[config.mk]
export PLATFORM = sky130hd
export DESIGN_NAME = logic_unit_issue_queue
export DESIGN_NICKNAME = d
export VERILOG_FILES = /design/src/rtl/logic_unit_issue_queue.sv
export SDC_FILE = /design/constraint.sdc
export NUM_CORES = 1
export LEC_CHECK = 0
export BUFFER_PORTS_ARGS = -buffer_cell sky130_fd_sc_hd__buf_2
export CAP_MARGIN = 20
export CORE_ASPECT_RATIO = 1.5
export CORE_MARGIN = 4
export CORE_UTILIZATION = 40
export CTS_CLUSTER_DIAMETER = 150
export DETAILED_ROUTE_END_ITERATION = 10
export HOLD_SLACK_MARGIN = 0.15
export PLACE_DENSITY_LB_ADDON = 0.2
export SKIP_LAST_GASP = 1
export SLEW_MARGIN = 20
export SYNTH_ARGS = -nofsm -noshare
export SYNTH_HDL_FRONTEND = slang
export SYNTH_SLANG_ARGS = --single-unit
[constraint.sdc]
create_clock -name clk -period 2.8 [get_ports clk]
set_input_delay 0.42 -clock clk [delete_from_list [all_inputs] [get_ports clk]]
set_output_delay 0.42 -clock clk [all_outputs]
set_load 0.005 [all_outputs]
[src/rtl/logic_unit_issue_queue.sv]
// Issue-side front end for the 32-bit bitwise gate bank: evaluates one logic op per
// accepted request and queues result/tag/flags in an in-order FIFO for writeback.
module logic_unit_issue_queue #(
    parameter int WIDTH = 32,
    parameter int DEPTH = 4,
    parameter int TAG_W = 4
) (
    input  logic                     clk,
    input  logic                     rst_n,
    input  logic                     in_valid,
    output logic                     in_ready,
    input  logic [2:0]               in_op,
    input  logic [WIDTH-1:0]         in_a,
    input  logic [WIDTH-1:0]         in_b,
    input  logic [TAG_W-1:0]         in_tag,
    output logic                     out_valid,
    input  logic                     out_ready,
    output logic [WIDTH-1:0]         out_y,
    output logic [TAG_W-1:0]         out_tag,
    output logic                     out_zero,
    output logic                     out_err,
    output logic [$clog2(DEPTH):0]   count
);

    localparam int PW = $clog2(DEPTH);
    localparam int CW = PW + 1;
    localparam logic [CW-1:0] FULL = CW'(DEPTH);

    localparam logic [2:0] OP_AND  = 3'd0;
    localparam logic [2:0] OP_OR   = 3'd1;
    localparam logic [2:0] OP_XOR  = 3'd2;
    localparam logic [2:0] OP_NOT  = 3'd3;
    localparam logic [2:0] OP_NAND = 3'd4;
    localparam logic [2:0] OP_NOR  = 3'd5;

    logic [WIDTH-1:0] y_mem    [DEPTH];
    logic [TAG_W-1:0] tag_mem  [DEPTH];
    logic             zero_mem [DEPTH];
    logic             err_mem  [DEPTH];

    logic [PW-1:0] wr_ptr_q, wr_ptr_d;
    logic [PW-1:0] rd_ptr_q, rd_ptr_d;
    logic [CW-1:0] count_q, count_d;
    logic          live_q;

    logic             push;
    logic             pop;
    logic [WIDTH-1:0] res_y;
    logic             res_err;
    logic             res_zero;

    always_comb begin
        res_y   = '0;
        res_err = 1'b0;
        case (in_op)
            OP_AND:  res_y = in_a & in_b;
            OP_OR:   res_y = in_a | in_b;
            OP_XOR:  res_y = in_a ^ in_b;
            OP_NOT:  res_y = ~in_a;
            OP_NAND: res_y = ~(in_a & in_b);
            OP_NOR:  res_y = ~(in_a | in_b);
            default: res_err = 1'b1;
        endcase
        res_zero = (res_y == '0);
    end

    // live_q keeps in_ready low until the first clock edge after reset release.
    assign in_ready  = live_q && (count_q != FULL);
    assign out_valid = (count_q != '0);
    assign push      = in_valid && in_ready;
    assign pop       = out_valid && out_ready;
    assign count     = count_q;

    always_comb begin
        wr_ptr_d = wr_ptr_q;
        rd_ptr_d = rd_ptr_q;
        count_d  = count_q;
        if (push) begin
            wr_ptr_d = wr_ptr_q + PW'(1);
        end
        if (pop) begin
            rd_ptr_d = rd_ptr_q + PW'(1);
        end
        case ({push, pop})
            2'b10:   count_d = count_q + CW'(1);
            2'b01:   count_d = count_q - CW'(1);
            default: count_d = count_q;
        endcase
    end

    always_ff @(posedge clk or negedge rst_n) begin
        if (!rst_n) begin
            wr_ptr_q <= '0;
            rd_ptr_q <= '0;
            count_q  <= '0;
            live_q   <= 1'b0;
        end else begin
            wr_ptr_q <= wr_ptr_d;
            rd_ptr_q <= rd_ptr_d;
            count_q  <= count_d;
            live_q   <= 1'b1;
        end
    end

    // Storage needs no reset: the head is masked to zero whenever the FIFO is empty.
    always_ff @(posedge clk) begin
        if (push) begin
            y_mem[wr_ptr_q]    <= res_y;
            tag_mem[wr_ptr_q]  <= in_tag;
            zero_mem[wr_ptr_q] <= res_zero;
            err_mem[wr_ptr_q]  <= res_err;
        end
    end

    always_comb begin
        out_y    = '0;
        out_tag  = '0;
        out_zero = 1'b0;
        out_err  = 1'b0;
        if (out_valid) begin
            out_y    = y_mem[rd_ptr_q];
            out_tag  = tag_mem[rd_ptr_q];
            out_zero = zero_mem[rd_ptr_q];
            out_err  = err_mem[rd_ptr_q];
        end
    end

endmodule

==> results by group <==
CTS
  • Clock Latency Late Sink: between 0.4 and 0.5 ns
  • TritonCTS buffer count: 17
  • Post-CTS Hold Buffers: 1
  • CTS tree: built
  • Clock transition at the registers of the reported paths: approximately 0.060 ns
  • Root Driver: clkbuf_16
  • Setup Fix Bufs, Post-CTS: 0
  • CTS max path bufs: 2
  • # resized after CTS: 0
  • # clock sinks: between 150 and 200
  • CTS H-tree lvls: 4

Flow run
  • Max-cap viol count: 0

Synth
  • Synth warn: 0
  • Most frequent cell after synthesis: edfxtp_1
  • Post-synth top area share: about half
  • Top_reg_cell synth: edfxtp_1
  • Fraction of registers with async set or reset after synthesis: ~5.0%
  • Register bit total from synthesis: 160
  • Ranking of synthesized cells by area: edfxtp_1, ha_1, mux4_2
  • Syn avg cell area: roughly 13 sq um
  • Cells after Synth: roughly 700
  • Sequential area share after synthesis: 52.5%
  • Commonest cells in the netlist: edfxtp_1, inv_1, ha_1, and2_1, mux4_2
  • Synth cell types: 56
  • Synthesized Nets: roughly 850
  • Largest area contributor in the netlist: edfxtp_1
  • Number of synthesized flops with an enable pin: 152
  • Post-synthesis cell area: approximately 9000 sq um

Timing
  • TNS Setup: 0 ns
  • Fmax: around 390 MHz
  • Min cycle time layout: roughly 2.6 ns
  • Final period util: slightly above 90%
  • Final Hold Vio Count: 0
  • Final slew viol count: 0
  • Final setup fails: 0
  • Relative slew margins: about 55%
  • Unrepaired setup endpoints after global routing: false
  • Fin Clk Skew: approximately 0.006 ns
  • Worst-Margin Slew: 0.661 ns

Place
  • Input/output buffers: between 100 and 150
  • Final Wtd Congestion: slightly below 0.9
  • Post-DP HPWL: 15.3 mm
  • Placed Cells: 1088

Setup path
  • Crit Path Class: reg2out
  • CP max stage cell: dfrtp_2
  • CP Data Required Time: 2.38 ns
  • CP peak stage delay: 0.59 ns
  • Crit end category: primary output
  • WP data arrival: between 2 and 2.5 ns
  • CP Cell Sequence: buf_12, mux4_2, and2_1, buf_2
  • Crit-path max FO: 23
  • Critical Path Start Type: register

Pwr
  • Leakage dissipation: between 4 and 5 nW
  • Pwr Density: roughly 760 nW/um^2
  • Maximum VDD drop: between 300 and 400 uV

GRT
  • Total GRT Usage: 16.8%
  • Initial antenna violation count: 0
  • GRT Residual Overflow: 0
  • Vias in the first global route: about 6.1k
  • First-pass GRT wire length: 32.3 mm
  • Largest net degree at the start of global routing: between 40 and 50

Finish
  • Ratio of cells with drive above 1 in the final layout: around 27%
  • Syn-to-layout area delta: 17.8%
  • Nets: between 900 and 1k
  • # fillers: ~2.0k
  • Finished Layout Cells: 1120
  • Inserted Diodes: 0

Floorplanning
  • I/O pin count: approximately 120
  • Die outline height: between 150 and 200 um
  • DIE AREA: roughly 25000 sq um
  • Starting density of the core: about 41%
  • FP Rows: 67
  • Core area: 22400 sq um
  • Die extent in x: around 130 um

Routing
  • Drt total wl: 20.8 mm
  • Vias: between 5k and 6k
  • Pre-Repair DR Iteration Count: 4
  • DR iter-0 viols: between 300 and 400
  • Number of remaining DRC errors: 0
  • Via/cell ratio: ~5.3
  • Routed len/inst: 18.6 um
  • Final ANT Viol Nets: 0

Outcome
  • Status: finished, final reports clean

Worst hold path
  • Hold crit path type: in2reg
-- where the power goes --
part	total (mW)	leakage [nW]	internal (mW)	switching [mW]
sequential	3.10	1.48	2.97	0.131
combinational	2.77	2.49	1.40	1.37
clock	2.25	0.276	1.39	0.859
-- critical path, delay by kind of cell (launching register included) --
kind | cells | cell delay [ns]
buffers and inverters | 2 | 0.40
multiplexers | 1 | 0.58
flip-flops | 1 | 0.59
AND/OR/NAND/NOR | 1 | 0.18
-- path summary, 6_finish.rpt --
kind	startpoint	end	slack (ns)	cells past startpoint
min reg2reg	count[2]$_DFFE_PN0P_	count[2]$_DFFE_PN0P_	0.51	1
min in group asynchronous	rst_n	count[2]$_DFFE_PN0P_	0.37	2
max reg2reg	count[0]$_DFFE_PN0P_	count[1]$_DFFE_PN0P_	0.61	8
max in group asynchronous	rst_n	rd_ptr_q[0]$_DFFE_PN0P_	2.24	2
min	in_tag[1]	tag_mem[3][1]$_DFFE_PP_	0.22	1
max	rd_ptr_q[0]$_DFFE_PN0P_	out_zero	0.21	4
-- through the flow --
stage / setup WS, ns / cell area, sq um / power [mW] / utilization (%) / hold WS (ns)
2_1_floorplan: 0.453 / 9070 / 4.87 / - / 0.124
3_3_place_gp: 0.107 / 10100 / 5.96 / 45.1 / 0.270
3_5_place_dp: 0.0589 / 10100 / 6.03 / 45.1 / 0.275
4_1_cts: 0.116 / 10700 / 8.28 / 47.7 / 0.198
5_1_grt: 0.0672 / 10700 / 8.59 / 47.7 / 0.210
6_report: 0.214 / 10700 / 8.13 / 47.7 / 0.221
-- logic make-up after synthesis --
logic type                 Yosys count  synth area share [%]
and+or+nand+nor                    173                  10.5
other                                1                0.0413
xor gates and xnor gates            32                  3.09
adders and majority gates           70                  9.73
AOI/OAI and AO/OA                   96                  6.82
muxes                               59                  11.8
buffers and inverters              116                  5.51
DFF                                160                  52.5
-- registers in the layout (all words and copies together) (netlist names) --
name	flops
err_mem	4
rd_ptr_q	2
count	3
tag_mem	16
zero_mem	4
live_q	1
y_mem	128
wr_ptr_q	2
-- final cells by class --
cell class	count	area (sq um)	area share, %
Timing Repair Buffer	147	901	8.43
Clock buffer	20	437	4.09
Sequential cell	160	4770	44.6
Tap cell	276	345	3.23
Clock inverter	11	141	1.32
Multi-Input combinational cell	431	3810	35.7
Inverter	75	282	2.63
-- per-layer routing --
metal	global-route usage (%)	part of all wire (%)
met2	30.2	53
met4	6.73	2.6
met3	2.55	4.3
met1	19.9	40
met5	0	0
-- cell usage in the layout (no fill, tap or decap), types with 4 or more instances in the layout --
cell,netlist,routed
a21oi_1,21,21
a31oi_1,5,5
and2_1,41,41
and3_2,0,4
buf_12,0,7
buf_2,13,117
buf_4,5,22
clkbuf_16,0,17
clkinv_2,0,4
dfrtp_1,8,7
edfxtp_1,152,152
ha_1,69,69
inv_1,75,75
mux2_2,5,5
mux2i_1,16,16
mux4_2,38,38
nand2_1,34,34
nand3_1,7,7
nand4_1,9,9
nor2_1,28,28
nor2b_1,4,4
nor3_1,4,4
nor4_1,8,8
o211ai_1,14,14
o21ai_0,20,20
o21bai_1,10,10
o22ai_1,10,10
or3_1,15,15
xnor2_1,29,29
No activity file was read; power rests on OpenSTA's default activity.
